===== src/rtl/rstgen_pkg.sv =====
// Shared types and constants for the reset sequencer.
package rstgen_pkg;

  typedef enum logic [2:0] {
    ST_RESET,
    ST_WAIT_LOCK,
    ST_QUALIFY,
    ST_REL_PERIPH,
    ST_RUN,
    ST_HOLD
  } rstgen_state_t;

  // Shortened windows used when the top is built for fast simulation.
  localparam int unsigned TB_LOCK_CYCLES = 4;
  localparam int unsigned TB_STAGE_GAP   = 2;

  function automatic int unsigned max_u(input int unsigned a, input int unsigned b);
    return (a > b) ? a : b;
  endfunction

endpackage


===== src/rtl/sync_ff.sv =====
// Multi-flop synchronizer with optional asynchronous clear (async assert, sync release).
module sync_ff #(
  parameter int unsigned STAGES = 2,
  parameter bit          CLR_EN = 1'b1
) (
  input  logic i_clk,
  input  logic i_clr_n,
  input  logic i_d,
  output logic o_q
);

  logic [STAGES-1:0] r_sync;
  logic              w_clr_n;

  // With the clear disabled the async reset pin is tied inactive and folds away.
  assign w_clr_n = i_clr_n | ~CLR_EN;

  always_ff @(posedge i_clk or negedge w_clr_n) begin
    if (!w_clr_n) begin
      r_sync <= '0;
    end else begin
      r_sync <= {r_sync[STAGES-2:0], i_d};
    end
  end

  assign o_q = r_sync[STAGES-1];

endmodule


===== src/rtl/rstgen.sv =====
// Reset sequencer: qualifies clkgen lock, then releases peripheral and core resets in order.
module rstgen
  import rstgen_pkg::*;
#(
  parameter int unsigned TB_MODE     = 0,
  parameter int unsigned LOCK_CYCLES = 1024,
  parameter int unsigned STAGE_GAP   = 16,
  parameter int unsigned SYNC_STAGES = 2
) (
  input  logic clk,
  input  logic rst_n,
  input  logic locked,
  input  logic soft_rst,
  output logic periph_rst_n,
  output logic core_rst_n,
  output logic ready,
  output logic lock_lost
);

  localparam int unsigned LOCK_EFF = (TB_MODE != 0) ? TB_LOCK_CYCLES : LOCK_CYCLES;
  localparam int unsigned GAP_EFF  = (TB_MODE != 0) ? TB_STAGE_GAP : STAGE_GAP;
  localparam int unsigned CW       = $clog2(max_u(LOCK_EFF, GAP_EFF) + 1);
  localparam logic [CW-1:0] LOCK_LAST = CW'(LOCK_EFF - 1);
  localparam logic [CW-1:0] GAP_LAST  = CW'(GAP_EFF - 1);

  logic          w_srst_n;
  logic          w_locked_s;
  rstgen_state_t r_state;
  rstgen_state_t w_state_nxt;
  logic [CW-1:0] r_cnt;
  logic [CW-1:0] w_cnt_nxt;
  logic [CW-1:0] w_cnt_inc;
  logic          w_lost_set;

  sync_ff #(.STAGES(SYNC_STAGES), .CLR_EN(1'b1)) u_rst_sync (
    .i_clk   (clk),
    .i_clr_n (rst_n),
    .i_d     (1'b1),
    .o_q     (w_srst_n)
  );

  sync_ff #(.STAGES(SYNC_STAGES), .CLR_EN(1'b1)) u_lock_sync (
    .i_clk   (clk),
    .i_clr_n (rst_n),
    .i_d     (locked),
    .o_q     (w_locked_s)
  );

  assign w_cnt_inc = (r_cnt == '1) ? r_cnt : r_cnt + 1'b1;

  always_comb begin
    w_state_nxt = r_state;
    w_cnt_nxt   = r_cnt;
    w_lost_set  = 1'b0;
    case (r_state)
      ST_RESET: begin
        w_state_nxt = ST_WAIT_LOCK;
        w_cnt_nxt   = '0;
      end
      ST_WAIT_LOCK: begin
        if (w_locked_s) begin
          w_state_nxt = ST_QUALIFY;
          w_cnt_nxt   = '0;
        end
      end
      ST_QUALIFY: begin
        if (!w_locked_s) begin
          w_state_nxt = ST_WAIT_LOCK;
        end else if (r_cnt == LOCK_LAST) begin
          w_state_nxt = ST_REL_PERIPH;
          w_cnt_nxt   = '0;
        end else begin
          w_cnt_nxt = w_cnt_inc;
        end
      end
      ST_REL_PERIPH, ST_HOLD: begin
        if (!w_locked_s) begin
          w_state_nxt = ST_WAIT_LOCK;
          w_lost_set  = 1'b1;
        end else if (r_cnt == GAP_LAST) begin
          w_state_nxt = (r_state == ST_HOLD) ? ST_REL_PERIPH : ST_RUN;
          w_cnt_nxt   = '0;
        end else begin
          w_cnt_nxt = w_cnt_inc;
        end
      end
      ST_RUN: begin
        // Lock loss outranks a simultaneous soft reset request.
        if (!w_locked_s) begin
          w_state_nxt = ST_WAIT_LOCK;
          w_lost_set  = 1'b1;
        end else if (soft_rst) begin
          w_state_nxt = ST_HOLD;
          w_cnt_nxt   = '0;
        end
      end
      default: begin
        w_state_nxt = ST_RESET;
        w_cnt_nxt   = '0;
      end
    endcase
  end

  // Outputs are decoded from the next state so they flip on the same edge as the state.
  always_ff @(posedge clk or negedge w_srst_n) begin
    if (!w_srst_n) begin
      r_state      <= ST_RESET;
      r_cnt        <= '0;
      periph_rst_n <= 1'b0;
      core_rst_n   <= 1'b0;
      ready        <= 1'b0;
      lock_lost    <= 1'b0;
    end else begin
      r_state      <= w_state_nxt;
      r_cnt        <= w_cnt_nxt;
      periph_rst_n <= (w_state_nxt == ST_REL_PERIPH) || (w_state_nxt == ST_RUN);
      core_rst_n   <= (w_state_nxt == ST_RUN);
      ready        <= (w_state_nxt == ST_RUN);
      if (w_lost_set) begin
        lock_lost <= 1'b1;
      end
    end
  end

endmodule


===== config.mk =====
export PLATFORM = sky130hd
export DESIGN_NAME = rstgen
export DESIGN_NICKNAME = d
export VERILOG_FILES = /design/src/rtl/rstgen_pkg.sv /design/src/rtl/sync_ff.sv /design/src/rtl/rstgen.sv
export SDC_FILE = /design/constraint.sdc
export NUM_CORES = 1
export LEC_CHECK = 0
export ABC_AREA = 1
export BUFFER_PORTS_ARGS = -buffer_cell sky130_fd_sc_hd__buf_2
export CAP_MARGIN = 20
export CORE_AREA = 2 2 73 75
export DETAILED_ROUTE_END_ITERATION = 8
export DIE_AREA = 0 0 75 77
export GPL_TIMING_DRIVEN = 0
export PLACE_DENSITY = 0.44
export SETUP_SLACK_MARGIN = 0.05
export SLEW_MARGIN = 20
export SYNTH_ARGS = -nofsm -noshare
export SYNTH_HDL_FRONTEND = slang
export SYNTH_HIERARCHICAL = 1
export SYNTH_SLANG_ARGS = --single-unit

===== constraint.sdc =====
create_clock -name clk -period 1.13 [get_ports clk]
set_clock_uncertainty 0.2 [all_clocks]
set_input_delay 0.1695 -clock clk [delete_from_list [all_inputs] [get_ports clk]]
set_output_delay 0.1695 -clock clk [all_outputs]
set_load 0.1 [all_outputs]

==> results.cfg <==
[yosys]
syn_inst = 204
syn_area_per_cell_um2 = 7.02
synth.net_count = 209
ys_types = 24
yosys_warnings = 6
syn_area_mm2 = 0.00143
synth-seq-cells = 21
seq_area_frac_synth_pct = 36.7

[critical_path]
critPathKind = reg2reg
end_kind = flop
critPathMaxFanout = 5
required_ns = 1.09
startpoint_type = flop
r2r_slack_ns = -0.54
r2r-start = r_cnt[0]
worstSetupStartpoint = r_cnt[0]
cp.arrival_ns = 1.63

[finish]
final_cell_mix = nand2_1, inv_1, buf_4
fin_cells = 307
area_growth_pct = 44.2
final_area_mm2 = 0.00207
diodes = 0
layout.nets = 243
fill_cells = 527
final_common_cell = nand2_1
drive_gt1_share_pct = 45.6

[die]
initial_core_util_pct = 28.8
num_io_pins = 8
die_y_um = 77
rows = 26
die_w_um = 75
fp.coreArea_mm2 = 0.00498
design.die.area_mm2 = 0.00578

[route]
routed_wl_um = 3700
post_drt_wl_per_cell_um = 12.1
via_count = 1398
drc = 0
drtPass1Iterations = 4
ant_nets = 0
drtIter0Drc = 60
viasPerCell = 4.55

[clocking]
cts_tree = done
cts_buffers = 3
htreeDepth = 1
clk_latency_ns = 0.26
cts_root_buf = clkbuf_8
clock-sinks = 21
clkTransAtPathRegs_ns = 0.08
clockBufferDepth = 2

[timing]
setup_tns_ns = -8.41
layout_setup_ws_ns = -0.544
setup-violations-final = 21
finalCriticalPeriod_ns = 1.67
rsz0062_at_grt = yes
timing.final.crit_share_pct = 148
slew_viol_final = 0
max_clock_freq_mhz = 598
hold_viol_final = 0

[run_status]
failed_checks = negative setup slack
status = complete, but fails checks

[place]
hpwlAfterDp_um = 2590
dpl_worst_slack_ns = -0.649
gp_congestion = 0.810
dpl_cell_area_mm2 = 0.00159
portBuffers = 7
post-place-cells = 281

[power]
peakVddDrop_mv = 1.15
power_density_mw_per_mm2 = 1540
fin_total_pwr_w = 0.00317
power_leakage_nw = 0.963

[global_route]
grt_max_degree = 18
grt_pass1_vias = 1425
grt_pass1_wl_um = 6560
overflow = 0
antenna_found_initial = 0
grt_usage_pct = 14.5

[min_path]
min_path_type = reg2async

[job]
max_cap_violations = 0
==> cells in the mapped netlist, drive strengths merged <==
cell type	number	share of area, %
a21oi	2	0.70
buf	3	2.1
clkbuf	1	0.26
conb	1	0.26
dfrtp	21	37
ha	1	0.87
inv	26	6.8
nand2	68	19
nand3	26	13
nand4	8	3.5
nor2	27	9.2
nor3	4	1.4
o21ai	11	4.1
or2	1	0.44
xor2	4	2.4
==> flip-flops by register name (all words and copies together), names as in the netlist <==
signal and flops:
u_rst_sync/r_sync 2, r_state 3, ready 1, periph_rst_n 1, r_cnt 11, lock_lost 1, u_lock_sync/r_sync 2
==> worst paths after layout <==
kind	endpoint	cells past startpoint
worst min-delay path	lock_lost	0
min in group clk	u_rst_sync/r_sync[1]	0
max in group asynchronous	r_cnt[5]	0
worst max-delay path	r_cnt[8]	8
worst min register to register	lock_lost	0
worst max register to register	r_cnt[8]	8
==> final cells by class <==
type / instances / area (um2) / area share [%]
well taps: 70 / 87.6 / 4.24
flip-flops and latches: 21 / 541 / 26.2
plain buffers: 4 / 45.0 / 2.18
inverters: 26 / 110 / 5.33
repair buffers: 29 / 272 / 13.1
clock buffers: 3 / 41.3 / 2.00
clock inverters: 1 / 5.00 / 0.242
multi-input cells: 153 / 965 / 46.7
==> repair_timing <==
action	4_1_cts	5_1_grt
setup endpoints to repair	32	38
resized for setup	43	37
pin swaps	14	16
cloned	0	0
hold buffers	2	0
setup buffers	12	8
endpoints found under the hold margin	5	0
==> kinds of logic after synthesis <==
group                      synth area share (%)
and+or+nand+nor                            45.8
buffers and inverters                      9.17
DFF                                        36.7
AOI/OAI and AO/OA                          4.80
xor gates and xnor gates                   2.45
adders and majority gates                 0.873
other                                     0.262
==> per-stage QoR <==
step           utilization [%]  hold WS [ns]
3_5_place_dp              32.0        -0.224
5_1_grt                   41.5        0.0409
3_3_place_gp              32.0        -0.222
4_1_cts                   38.1        0.0152
2_1_floorplan                -        -0.326
6_report                  41.5       0.00120
==> per-layer routing <==
metal  track usage [%]  part of all wire, %  wire, um  up-vias
met4              3.75                  1.3        47        0
met1              18.8                   45      1670      659
met2              24.2                   51      1890       17
met5                 0                    0         0        -
li1                  -                    -         -      716
met3              2.76                  2.5        93        6
==> critical path, stage by stage (launching register included) <==
cell and delay (ns):
dfrtp_1 0.40, ha_4 0.18, nand2_4 0.06, nor2_4 0.19, buf_4 0.15, nand2_2 0.06, xor2_1 0.14, nor2_1 0.12
o21ai_2 0.06
==> power breakdown <==
part,switching [W],internal [W]
Combinational,0.00107,0.000630
Sequential,0.000122,0.000849
Clock,0.000259,0.000246
(Power assumes the default switching activity.)
